==> config.mk <==
export PLATFORM = sky130hd
export DESIGN_NAME = game_sequencer_flat
export DESIGN_NICKNAME = d
export VERILOG_FILES = /design/src/rtl/game_sequencer_if.sv /design/src/rtl/game_sequencer.sv /design/src/flat_wrapper.sv
export SDC_FILE = /design/constraint.sdc
export NUM_CORES = 1
export LEC_CHECK = 0
export ABC_AREA = 0
export BUFFER_PORTS_ARGS = -buffer_cell sky130_fd_sc_hd__buf_2
export CAP_MARGIN = 10
export CORE_MARGIN = 2
export CORE_UTILIZATION = 40
export DETAILED_ROUTE_END_ITERATION = 12
export GPL_TIMING_DRIVEN = 0
export PLACE_DENSITY = 0.66
export SYNTH_ARGS = -nofsm -noshare
export SYNTH_HDL_FRONTEND = slang
export SYNTH_SLANG_ARGS = --single-unit
==> constraint.sdc <==
create_clock -name vga_clk -period 5.4 [get_ports vga_clk]
set_input_delay 0.27 -clock vga_clk [delete_from_list [all_inputs] [get_ports vga_clk]]
set_output_delay 0.27 -clock vga_clk [all_outputs]
set_load 0.01 [all_outputs]
==> src/rtl/game_sequencer_if.sv <==
// Button, VGA sync and datapath bundle for game_sequencer.
// The pause button exists only when GAME_PAUSE_EN is defined.
interface game_sequencer_if;
  logic       vsync_start;
  logic       start;
  logic [4:0] p1_control_raw;
  logic [4:0] p2_control_raw;
  logic [1:0] p1_health;
  logic [1:0] p2_health;
`ifdef GAME_PAUSE_EN
  logic       pause;
`endif
  logic       game_tick;
  logic [4:0] p1_control;
  logic [4:0] p2_control;
  logic [2:0] game_state;
  logic       round_reset;
  logic [1:0] countdown;

  modport master (
`ifdef GAME_PAUSE_EN
    output pause,
`endif
    output vsync_start, start, p1_control_raw, p2_control_raw, p1_health, p2_health,
    input  game_tick, p1_control, p2_control, game_state, round_reset, countdown
  );

  modport slave (
`ifdef GAME_PAUSE_EN
    input  pause,
`endif
    input  vsync_start, start, p1_control_raw, p2_control_raw, p1_health, p2_health,
    output game_tick, p1_control, p2_control, game_state, round_reset, countdown
  );
endinterface

==> src/rtl/game_sequencer.sv <==
// Round lifecycle FSM and frame-divided game_tick generator in the vga_clk domain.
// Optional pause state is compiled in with `define GAME_PAUSE_EN.
module game_sequencer #(
  parameter int TICK_DIV        = 2,
  parameter int COUNT_FRAMES    = 60,
  parameter int WIN_HOLD_FRAMES = 180
) (
  input logic             vga_clk,
  input logic             reset,
  game_sequencer_if.slave bus
);
  typedef enum logic [2:0] {
    S_MENU   = 3'd0,
    S_COUNT  = 3'd1,
    S_RUN    = 3'd2,
    S_WIN_P1 = 3'd3,
    S_WIN_P2 = 3'd4,
    S_PAUSE  = 3'd5
  } state_t;

  localparam logic [7:0] TICK_LAST  = 8'(TICK_DIV - 1);
  localparam logic [7:0] COUNT_LAST = 8'(COUNT_FRAMES - 1);
  localparam logic [7:0] WIN_LAST   = 8'(WIN_HOLD_FRAMES - 1);

  state_t      r_state, w_state_nxt;
  logic [7:0]  r_frame;
  logic [1:0]  r_countdown;
  logic        r_tick, r_round_reset;
  logic [4:0]  r_p1_ctrl, r_p2_ctrl;
  logic        r_p1_pend, r_p2_pend;
  logic [10:0] r_btn_s1, r_btn_s2;
  logic [2:0]  r_btn_prev;
  logic [2:0]  w_btn_now, w_btn_edge;
  logic        w_start_edge, w_p1_shoot_edge, w_p2_shoot_edge;
  logic        w_p1_dead, w_p2_dead;
  logic        w_cnt_wrap, w_tick_nxt;
  logic        w_state_chg, w_enter_count, w_leave_run, w_cnt_hold;

  // Synchronizer layout: {start, p1 {shoot,r,l,d,u}, p2 {shoot,r,l,d,u}}
  always_ff @(posedge vga_clk) begin
    if (reset) begin
      r_btn_s1   <= '0;
      r_btn_s2   <= '0;
      r_btn_prev <= '0;
    end else begin
      r_btn_s1   <= {bus.start, bus.p1_control_raw, bus.p2_control_raw};
      r_btn_s2   <= r_btn_s1;
      r_btn_prev <= w_btn_now;
    end
  end

  assign w_btn_now  = {r_btn_s2[10], r_btn_s2[9], r_btn_s2[4]};
  assign w_btn_edge = w_btn_now & ~r_btn_prev;
  assign {w_start_edge, w_p1_shoot_edge, w_p2_shoot_edge} = w_btn_edge;
  assign w_p1_dead  = (bus.p1_health == 2'd0);
  assign w_p2_dead  = (bus.p2_health == 2'd0);

`ifdef GAME_PAUSE_EN
  logic r_pause_s1, r_pause_s2, r_pause_prev, w_pause_edge;

  always_ff @(posedge vga_clk) begin
    if (reset) begin
      r_pause_s1   <= 1'b0;
      r_pause_s2   <= 1'b0;
      r_pause_prev <= 1'b0;
    end else begin
      r_pause_s1   <= bus.pause;
      r_pause_s2   <= r_pause_s1;
      r_pause_prev <= r_pause_s2;
    end
  end

  assign w_pause_edge = r_pause_s2 & ~r_pause_prev;
`endif

  always_ff @(posedge vga_clk) begin
    if (reset) r_state <= S_MENU;
    else       r_state <= w_state_nxt;
  end

  always_comb begin
    w_state_nxt = r_state;
    w_cnt_wrap  = 1'b0;
    w_tick_nxt  = 1'b0;
    case (r_state)
      S_MENU: if (w_start_edge) w_state_nxt = S_COUNT;
      S_COUNT: begin
        if (bus.vsync_start && r_frame == COUNT_LAST) begin
          w_cnt_wrap = 1'b1;
          if (r_countdown == 2'd1) w_state_nxt = S_RUN;
        end
      end
      S_RUN: begin
        // Round end beats pause and tick so no tick escapes into a win/menu screen
        if (w_p1_dead && w_p2_dead)      w_state_nxt = S_MENU;
        else if (w_p1_dead)              w_state_nxt = S_WIN_P2;
        else if (w_p2_dead)              w_state_nxt = S_WIN_P1;
`ifdef GAME_PAUSE_EN
        else if (w_pause_edge)           w_state_nxt = S_PAUSE;
`endif
        else if (bus.vsync_start && r_frame == TICK_LAST) begin
          w_cnt_wrap = 1'b1;
          w_tick_nxt = 1'b1;
        end
      end
      S_WIN_P1, S_WIN_P2: begin
        if (w_start_edge)                                     w_state_nxt = S_COUNT;
        else if (bus.vsync_start && r_frame == WIN_LAST)      w_state_nxt = S_MENU;
      end
`ifdef GAME_PAUSE_EN
      S_PAUSE: if (w_pause_edge) w_state_nxt = S_RUN;
`endif
      default: w_state_nxt = S_MENU;
    endcase
  end

  always_comb begin
    w_state_chg    = (w_state_nxt != r_state);
    w_enter_count  = w_state_chg && (w_state_nxt == S_COUNT);
    w_leave_run    = (r_state == S_RUN) && (w_state_nxt != S_RUN) && (w_state_nxt != S_PAUSE);
    w_cnt_hold     = 1'b0;
`ifdef GAME_PAUSE_EN
    // The frame count survives RUN<->PAUSE so the tick cadence resumes where it stopped
    w_cnt_hold     = (r_state == S_PAUSE) || (w_state_nxt == S_PAUSE);
`endif
    bus.game_state  = r_state;
    bus.game_tick   = r_tick;
    bus.round_reset = r_round_reset;
    bus.countdown   = r_countdown;
    bus.p1_control  = r_p1_ctrl;
    bus.p2_control  = r_p2_ctrl;
  end

  always_ff @(posedge vga_clk) begin
    if (reset) begin
      r_frame <= '0;
    end else if (!w_cnt_hold) begin
      if (w_state_chg || w_cnt_wrap) r_frame <= '0;
      else if (bus.vsync_start)      r_frame <= r_frame + 8'd1;
    end
  end

  always_ff @(posedge vga_clk) begin
    if (reset) begin
      r_countdown   <= '0;
      r_tick        <= 1'b0;
      r_round_reset <= 1'b0;
    end else begin
      r_tick        <= w_tick_nxt;
      r_round_reset <= w_enter_count;
      if (w_enter_count)                         r_countdown <= 2'd3;
      else if (w_cnt_wrap && r_state == S_COUNT) r_countdown <= r_countdown - 2'd1;
    end
  end

  // A shoot edge on the load cycle is folded straight into the loaded value
  always_ff @(posedge vga_clk) begin
    if (reset || w_leave_run) begin
      r_p1_ctrl <= '0;
      r_p2_ctrl <= '0;
      r_p1_pend <= 1'b0;
      r_p2_pend <= 1'b0;
    end else if (r_state == S_RUN && w_state_nxt == S_RUN) begin
      if (w_tick_nxt) begin
        r_p1_ctrl <= {r_p1_pend | w_p1_shoot_edge, r_btn_s2[8:5]};
        r_p2_ctrl <= {r_p2_pend | w_p2_shoot_edge, r_btn_s2[3:0]};
        r_p1_pend <= 1'b0;
        r_p2_pend <= 1'b0;
      end else begin
        r_p1_pend <= r_p1_pend | w_p1_shoot_edge;
        r_p2_pend <= r_p2_pend | w_p2_shoot_edge;
      end
    end
  end
endmodule

==> src/flat_wrapper.sv <==
// flat-port wrapper written by rule: the top's interface ports become plain ports
module game_sequencer_flat 
#(
  parameter int TICK_DIV        = 2,
  parameter int COUNT_FRAMES    = 60,
  parameter int WIN_HOLD_FRAMES = 180
)
  (vga_clk, reset, bus_vsync_start, bus_start, bus_p1_control_raw, bus_p2_control_raw, bus_p1_health, bus_p2_health, bus_game_tick, bus_p1_control, bus_p2_control, bus_game_state, bus_round_reset, bus_countdown);
  game_sequencer_if bus_i ();
  input logic vga_clk;
  input logic reset;
  input wire logic [$bits(bus_i.vsync_start)-1:0] bus_vsync_start;
  input wire logic [$bits(bus_i.start)-1:0] bus_start;
  input wire logic [$bits(bus_i.p1_control_raw)-1:0] bus_p1_control_raw;
  input wire logic [$bits(bus_i.p2_control_raw)-1:0] bus_p2_control_raw;
  input wire logic [$bits(bus_i.p1_health)-1:0] bus_p1_health;
  input wire logic [$bits(bus_i.p2_health)-1:0] bus_p2_health;
  output wire logic [$bits(bus_i.game_tick)-1:0] bus_game_tick;
  output wire logic [$bits(bus_i.p1_control)-1:0] bus_p1_control;
  output wire logic [$bits(bus_i.p2_control)-1:0] bus_p2_control;
  output wire logic [$bits(bus_i.game_state)-1:0] bus_game_state;
  output wire logic [$bits(bus_i.round_reset)-1:0] bus_round_reset;
  output wire logic [$bits(bus_i.countdown)-1:0] bus_countdown;
  assign bus_i.vsync_start = bus_vsync_start;
  assign bus_i.start = bus_start;
  assign bus_i.p1_control_raw = bus_p1_control_raw;
  assign bus_i.p2_control_raw = bus_p2_control_raw;
  assign bus_i.p1_health = bus_p1_health;
  assign bus_i.p2_health = bus_p2_health;
  assign bus_game_tick = bus_i.game_tick;
  assign bus_p1_control = bus_i.p1_control;
  assign bus_p2_control = bus_i.p2_control;
  assign bus_game_state = bus_i.game_state;
  assign bus_round_reset = bus_i.round_reset;
  assign bus_countdown = bus_i.countdown;
  game_sequencer #(.TICK_DIV(TICK_DIV), .COUNT_FRAMES(COUNT_FRAMES), .WIN_HOLD_FRAMES(WIN_HOLD_FRAMES)) u_core (.vga_clk(vga_clk), .reset(reset), .bus(bus_i));
endmodule
==> results of run 1 <==
-- stage by stage --
step / area (um2) / utilization (%)
2_1_floorplan: 2000 / -
3_3_place_gp: 2250 / 47.0
3_5_place_dp: 2250 / 47.0
4_1_cts: 2330 / 48.8
5_1_grt: 2330 / 48.8
6_report: 2330 / 48.8
-- cell type report --
type	count	share of cell area, %
Buffer	11	2.57
Clock buffer	6	3.11
Clock inverter	2	0.590
Inverter	4	0.643
Multi-Input combinational cell	136	38.0
Sequential cell	52	44.6
Tap cell	67	3.59
Timing Repair Buffer	32	6.86
-- cell usage after synthesis (2+ instances only) --
cell type / n / share of area (%)
nand2b_1: 2 / 0.62
ha_1: 3 / 1.9
a211oi_2: 2 / 1.2
nand3_1: 4 / 1.0
buf_2: 3 / 0.75
xnor2_1: 3 / 1.3
xor2_1: 5 / 2.2
nor2b_1: 27 / 8.4
inv_1: 4 / 0.75
buf_4: 2 / 0.75
nor2_1: 11 / 2.1
a21oi_1: 13 / 3.2
clkbuf_1: 5 / 0.94
dfxtp_1: 52 / 52
nand2_1: 21 / 3.9
nor3_1: 9 / 2.2
and3_1: 4 / 1.2
-- metal layers --
layer  GRT usage, %  routed length [um]
met1           18.3                1820
met2           23.9                1770
met3           3.21                 105
met4           5.36                  53
met5              0                   0
-- worst max-delay path: cells and delay by family (launching register included) --
kind          cells  cell delay, ns
flops             1            0.49
simple gates      5            1.55
-- registers in the layout, indices dropped and copies added (netlist names) --
register,cells
u_core.bus.p2_control,5
u_core.bus.game_tick,1
u_core.bus.round_reset,1
u_core.bus.game_state,3
u_core.r_p2_pend,1
u_core.r_btn_s2,11
u_core.r_btn_s1,11
u_core.r_frame,8
u_core.bus.p1_control,5
u_core.r_p1_pend,1
u_core.r_btn_prev,3
u_core.bus.countdown,2
-- power breakdown --
part	leakage [nW]	internal (mW)	total [mW]	switching (mW)
registers	0.425	0.394	0.399	0.00440
clock network	0.0456	0.0926	0.215	0.122
logic	0.456	0.0203	0.0447	0.0245
total	0.926	0.507	0.658	0.151
-- path summary, 6_finish.rpt --
kind	slack (ns)	start	cells past startpoint	end
setup / recovery	3.24	u_core.bus.game_state[1]	5	u_core.r_frame[0]
setup reg to reg	3.24	u_core.bus.game_state[1]	5	u_core.r_frame[0]
hold / removal	0.17	bus_p1_control_raw[0]	2	u_core.r_btn_s1[5]
hold reg to reg	0.44	u_core.r_btn_s1[6]	1	u_core.r_btn_s2[6]
-- kinds of logic (layout without fill, tap and decap cells) --
logic type | count (synthesis) | count (layout) | synth area share [%]
AND/OR/NAND/NOR | 92 | 92 | 25.7
flip-flops | 52 | 52 | 52.0
AO/OA/AOI/OAI | 31 | 31 | 11.9
buffers and inverters | 15 | 55 | 3.75
XOR/XNOR | 9 | 9 | 4.31
adder cells (fa/ha/maj) | 3 | 3 | 1.87
multiplexers | 1 | 1 | 0.500
==> results.toml, run 1 <==
[sta]
whs_ns = 0.172
setup_slack_ns = 3.24
slew_headroom_pct = 65.2
maxSlewViolCount = 0
layout_min_cycle_time_ns = 2.16
max_freq_ghz = 0.463
finalSetupViolations = 0
hold_viol_final = 0
rsz0062_at_grt = "no"
min_period_over_period_pct = 40.0
tns_ns = 0
fin_skew_ns = 0.00821
worstMarginPinSlew_ns = 0.522

[detailed_routing]
routedWlPerCell_um = 12.1
route.vias.total = 1481
drt_first_pass_iters = 4
drt_wl_total_um = 3750
drc_errors = 0
vias_per_cell = 4.78
drtAntennaViolNets = 0
drtIter0Drc = 74

[worst_setup_path]
crit_chain = "or3b_2 > nor2_1 > nand3_2 > nand4b_1 > nor3_1"
end_kind = "flop"
max_stage_delay_ns = 0.51
cp_slowest_cell = "or3b_2"
cp_data_arrival_time_ns = 2.33
critPathRequiredTime_ns = 5.57
crit_path_max_fanout = 10
critPathLaunchType = "flop"
crit_type = "reg -> reg"

[synth]
synthArstFlopShare_pct = 0
ys_seq_area_share_pct = 52.0
postSynthCellCount = 203
syn_nets = 224
synth_cell_types = 50
ys.flop_type = "dfxtp_1"
yosysWarnings = 0
synth-seq-cells = 52
avgSynthCellArea_um2 = 9.87
synth-edff-count = 0
netlist_area_um2 = 2000

[cts]
clock-root-buffer = "clkbuf_8"
post_cts_buffers = 0
tritoncts = "yes"
cts_hold_buf = 0
numCtsBuffers = 5
cts_resized = 0
clk_latency_ns = 0.30
h-tree-depth = 2
clkSlewWorstSetupHoldPaths_ns = 0.09
cts.path.max_buffers = 2
clkSinkCount = 52

[place]
dp.final_hpwl_um = 2670
post-place-ws_ns = 3.26
portBuffers = 32
dp_cells = 302
place_congestion = 0.808

[final_layout]
n_fill_cell = 475
ff_latch_area_um2 = 1040
multiInputGateArea_um2 = 887
final_common_cell = "dfxtp_1"
mostFrequentLayoutCells = "dfxtp_1, buf_2, nor2b_1"
drive_gt1_share_pct = 23.9
area_growth_syn_to_layout_pct = 16.5
nets = 263
layout.cells.non_filler = 310
n_antenna_cell = 0

[run]
cap_violations = 0

[floorplanning]
io_pins = 35
row_count = 25
dieArea_um2 = 5590
dieWidth_um = 74.8
core_area_um2 = 4790
die_h_um = 74.8
initial_utilization_pct = 41.9

[power_and_ir_drop]
power_mw = 0.658
peakVddDrop_v = 0.000161
powerDensity_nw_per_um2 = 282
leakage_nw = 0.926

[run_status]
status = "finished clean"

[grt]
grt_pass1_vias = 1325
grt_first_pass_wirelength_um = 6040
grt_max_degree = 17
antenna_found_initial = 0
grt_usage_pct = 14.4
overflow = 0

[min_path]
holdCritPathClass = "in -> reg"
Note: power is estimated with default switching activity, not from simulation.
==> run 2: changes to the inputs <==
ABC_AREA = 1   (was 0)
clock period = 2.1 ns   (was 5.4 ns; I/O delays follow)
==> run 2 against run 1 <==
- first-iteration DRC count rose by 19%
- clock-buffer cell count fell by 1
- global-route usage fell by 0.43 points
- clock power rose to 2.8 times the previous value
- synthesized cell count rose by 41%
- setup slack got worse by 2.9 ns
- register-to-register slack got worse by 2.9 ns
- sequential share of layout area fell by 5.3 points
- fmax rose by 24%
- sequential power rose to 2.6 times the previous value
- critical path type unchanged
==> results.toml, run 2 <==
[detailed_routing]
drc_errors = 0
vias_per_cell = 4.27
drtIter0Drc = 88
drt_first_pass_iters = 4
drt_wl_total_um = 3880
route.vias.total = 1746
drtAntennaViolNets = 0
routedWlPerCell_um = 9.48

[floorplanning]
dieWidth_um = 77.9
row_count = 26
dieArea_um2 = 6070
initial_utilization_pct = 42.0
core_area_um2 = 5200
die_h_um = 77.9
io_pins = 35

[cts]
clkSinkCount = 52
cts.path.max_buffers = 2
clk_latency_ns = 0.31
post_cts_buffers = 0
clock-root-buffer = "clkbuf_8"
h-tree-depth = 2
numCtsBuffers = 5
tritoncts = "yes"
clkSlewWorstSetupHoldPaths_ns = 0.10

[sta]
fin_skew_ns = 0.00447
finalSetupViolations = 0
tns_ns = 0
rsz0062_at_grt = "no"
worstMarginPinSlew_ns = 0.438
hold_viol_final = 0
maxSlewViolCount = 0
layout_min_cycle_time_ns = 1.74
max_freq_ghz = 0.576
slew_headroom_pct = 70.8
min_period_over_period_pct = 82.6

[synth]
yosysWarnings = 0
synth-seq-cells = 52
synth_cell_types = 24
ys.flop_type = "dfxtp_1"
avgSynthCellArea_um2 = 7.61
yosysTopAreaCell = "dfxtp_1"
netlist_area_um2 = 2180
synth_common_cells = "nor2_1, dfxtp_1, inv_1, nand2_1, nand3_1"
synthArstFlopShare_pct = 0
yosys.cell_count.top_type = "nor2_1"
synth_top_area_share_pct = 47.7
ys_seq_area_share_pct = 47.7
syn_nets = 308
synth_area_leaders = "dfxtp_1, nor2_1, inv_1, nand2_1, nand3_1"
synth-edff-count = 0
postSynthCellCount = 287

[worst_setup_path]
path_buf_inv = 2
end_kind = "flop"
max_stage_delay_ns = 0.41
cp-startpoint = "u_core.r_frame[0]"
crit_path_max_fanout = 10
critPathRequiredTime_ns = 2.35
rr_startpoint = "u_core.r_frame[0]"
crit_type = "reg -> reg"
cp_slowest_cell = "dfxtp_1"
crit_top_cell = "nand2_2"
critPathLaunchType = "flop"
cp_data_arrival_time_ns = 1.99
crit_chain = "ha_1 > nand2_2 > nor2_4 > nand3_1 > nand2_2 > inv_2 > nor2_8 > nand2_2 > nand2_2 > nand2_2 > buf_6 > a21oi_2"
cpLargestDelayFamily = "simple AND/OR/NAND/NOR gates"

[final_layout]
area_growth_syn_to_layout_pct = 21.3
drive_gt1_share_pct = 22.7
nets = 359
mostFrequentLayoutCells = "nor2_1, dfxtp_1, inv_1, nand2_1, buf_2"
n_antenna_cell = 0
final_common_cell = "nor2_1"
utilization_pct = 50.9
layout.cells.non_filler = 409
reg_top3 = "u_core.r_btn_s1 (11), u_core.r_btn_s2 (11), u_core.r_frame (8)"

[power_and_ir_drop]
power_mw = 1.78
powerDensity_nw_per_um2 = 671
leakage_nw = 1.22
peakVddDrop_v = 0.000353

[run]
cap_violations = 0

[place]
portBuffers = 33
place_congestion = 0.920
dp.final_hpwl_um = 2890
dp_cells = 390

[min_path]
holdCritPathClass = "in -> reg"
min_from = "reset"

[grt]
grt_first_pass_wirelength_um = 6880
overflow = 0
grt_max_degree = 20
antenna_found_initial = 0
grt_usage_pct = 13.9
grt_pass1_vias = 1575

[run_status]
status = "finished clean"
## run 2: per-layer routing
metal	global-route usage [%]	part of all wire, %
met5	0	0
met4	5.61	1.6
met3	3.02	4.5
met2	22.0	44
met1	18.5	50
## run 2: stage by stage
step / cell area (um2) / worst slack (ns) / hold slack [ns]
floorplan: 2180 / 0.557 / 0.189
global placement: 2440 / 0.419 / 0.304
detailed placement: 2440 / 0.390 / 0.310
CTS: 2650 / 0.361 / 0.0232
global route: 2650 / 0.193 / 0.0490
finish: 2650 / 0.365 / 0.0228
## run 2: cell type report
| cell class | count | area (um2) |
|---|---|---|
| flip-flops and latches | 52 | 1040 |
| clock buffers | 5 | 68.8 |
| multi-input cells | 176 | 913 |
| plain buffers | 8 | 38.8 |
| fillers | 550 | 2550 |
| inverters | 51 | 191 |
| clock inverters | 3 | 33.8 |
| repair buffers | 44 | 275 |
| well taps | 70 | 87.6 |
## run 2: path summary, 6_finish.rpt
path	end	slack (ns)	cells after the start
worst max-delay path	u_core.bus.p1_control[2]	0.36	12
worst max register to register	u_core.bus.p1_control[2]	0.36	12
worst min register to register	u_core.r_btn_s2[1]	0.41	2
worst min-delay path	u_core.bus.round_reset	0.02	2
## run 2: where the power goes
part	internal, mW	leakage, nW	switching, mW
Combinational	0.0623	0.741	0.0761
Sequential	1.01	0.425	0.0143
Clock	0.251	0.0515	0.360
## run 2: what timing repair did
action / 4_1_cts / 5_1_grt
endpoints found under the hold margin: 11 / 0
endpoints found under the setup margin: 0 / 0
hold buffers: 11 / 0
resized for setup: 0 / 0
## run 2: kinds of logic after synthesis
logic type | after synthesis | synth area share [%]
xor+xnor | 8 | 3.21
buf+inv | 59 | 10.5
simple gates | 146 | 31.0
fa+ha+maj | 3 | 1.72
compound gates | 19 | 5.90
flops | 52 | 47.7
==> run 3: changes to the inputs <==
ABC_AREA = 0   (was 1)
PLACE_DENSITY = 0.69   (was 0.66)
clock period = 1.4 ns   (was 2.1 ns; I/O delays follow)
==> run 3 against run 2 <==
- the run now ends with hold timing, setup timing left
- sequential share of layout area is 1.3 points lower
- global-route usage grew 2.1 points
- combinational power increased by 100%
==> results.toml, run 3 (synthesis results as in run 1) <==
[floorplanning]
row_count = 25
initial_utilization_pct = 41.9
dieWidth_um = 74.8
core_area_um2 = 4790
die_h_um = 74.8
io_pins = 35
dieArea_um2 = 5590

[detailed_routing]
routedWlPerCell_um = 13.0
drt_first_pass_iters = 4
vias_per_cell = 4.84
route.vias.total = 1637
drtAntennaViolNets = 0
drtIter0Drc = 58
drt_wl_total_um = 4410
drc_errors = 0

[sta]
min_period_over_period_pct = 135
fin_skew_ns = 0.00436
setup_slack_ns = -0.496
max_freq_ghz = 0.527
worstMarginPinSlew_ns = 0.529
maxSlewViolCount = 0
tns_ns = -9.07
whs_ns = -0.0302
layout_min_cycle_time_ns = 1.90
slew_headroom_pct = 64.7
rsz0062_at_grt = "yes"
hold_viol_final = 1
finalSetupViolations = 24

[min_path]
holdCritPathClass = "in -> reg"
min_to = "u_core.r_frame[1]"
min_from = "bus_vsync_start"
min_path_cells = 2

[final_layout]
n_fill_cell = 394
post-route-cell-area_um2 = 2820
mostFrequentLayoutCells = "dfxtp_1, buf_2, nor2b_1"
drive_gt1_share_pct = 37.6
multiInputGateArea_um2 = 1070
final_common_cell = "dfxtp_1"
n_antenna_cell = 0
layout.cells.non_filler = 338
nets = 291
area_growth_syn_to_layout_pct = 40.8
reg_top3 = "u_core.r_btn_s1 (11), u_core.r_btn_s2 (11), u_core.r_frame (8)"
ff_latch_area_um2 = 1070

[grt]
antenna_found_initial = 0
grt_first_pass_wirelength_um = 6490
grt_usage_pct = 16.0
grt_pass1_vias = 1365
overflow = 0
grt_max_degree = 17

[worst_setup_path]
cp_slowest_cell = "dfxtp_4"
ff2ff_setup_slack_ns = -0.50
r2r-end = "u_core.bus.p1_control[4]"
cpLargestDelayFamily = "compound AO/OA/AOI/OAI gates"
crit_path_max_fanout = 10
critPathLaunchType = "flop"
crit_chain = "ha_4 > and4_4 > a31o_4 > o221a_1 > o41a_1 > buf_6 > a211oi_2"
crit_type = "reg -> reg"
worst_r2r_path_depth = 7
path_buf_inv = 1
critPathRequiredTime_ns = 1.64
end_kind = "flop"
cp-startpoint = "u_core.r_frame[1]"
cp_data_arrival_time_ns = 2.14
max_stage_delay_ns = 0.36
rr_startpoint = "u_core.r_frame[1]"

[cts]
clkSlewWorstSetupHoldPaths_ns = 0.09
h-tree-depth = 2
clock-root-buffer = "clkbuf_8"
cts_hold_buf = 10
clkSinkCount = 52
numCtsBuffers = 5
cts.path.max_buffers = 2
tritoncts = "yes"
clk_latency_ns = 0.31

[place]
place_congestion = 0.808
dp_cells = 302
portBuffers = 32
dp.final_hpwl_um = 2520
placed_area_um2 = 2320

[run_status]
violations = "hold timing, setup timing"
status = "finished, violations left"

[power_and_ir_drop]
power_mw = 2.66
powerDensity_nw_per_um2 = 945
peakVddDrop_v = 0.000855
leakage_nw = 1.09

[run]
cap_violations = 0
-- run 3: worst max path at each step --
stage | cells after the start | endpoint | slack, ns
global placement | 7 | u_core.bus.p1_control[4] | -0.49
finish | 7 | u_core.bus.p1_control[4] | -0.50
CTS | 7 | u_core.bus.p1_control[4] | -0.47
global route | 6 | u_core.bus.p2_control[4] | -0.58
floorplan | 7 | u_core.bus.p2_control[4] | -0.36
detailed placement | 6 | u_core.bus.p1_control[4] | -0.48
-- run 3: area by class of cell --
cell class / count / share of cell area (%)
Buffer: 9 / 2.13
Clock buffer: 6 / 2.57
Clock inverter: 2 / 0.577
Inverter: 4 / 0.621
Multi-Input combinational cell: 136 / 37.8
Sequential cell: 52 / 37.9
Tap cell: 67 / 2.97
Timing Repair Buffer: 62 / 15.4
-- run 3: worst reg2reg max path, stage by stage (launching register included) --
cell,delay (ns)
dfxtp_4,0.36
ha_4,0.15
and4_4,0.16
a31o_4,0.23
o221a_1,0.28
o41a_1,0.35
buf_6,0.16
a211oi_2,0.13
-- run 3: per-layer routing --
layer / global-route usage, % / vias up / share of wire, %
li1: - / 831 / -
met1: 20.8 / 752 / 45
met2: 23.3 / 44 / 48
met3: 4.82 / 10 / 4.5
met4: 9.72 / 0 / 2.5
met5: 0 / - / 0
-- run 3: what timing repair did --
action                     in CTS  in global routing
gates resized for setup        27                 18
cloned                          1                  0
buffers inserted               14                  7
setup endpoints to repair      24                 27
hold endpoints to repair       11                  1
pin swaps                      13                 12
-- run 3: report_power, final --
group          switching [mW]  internal [mW]  total (mW)
logic                   0.133          0.145       0.278
clock network           0.495          0.356       0.851
registers              0.0208           1.51        1.53
total                   0.648           2.02        2.66
-- run 3: through the flow --
| step | setup WS (ns) | utilization, % |
|---|---|---|
| floorplan | -0.356 | - |
| global placement | -0.487 | 48.5 |
| detailed placement | -0.484 | 48.5 |
| CTS | -0.467 | 56.7 |
| global route | -0.578 | 58.9 |
| finish | -0.496 | 58.9 |
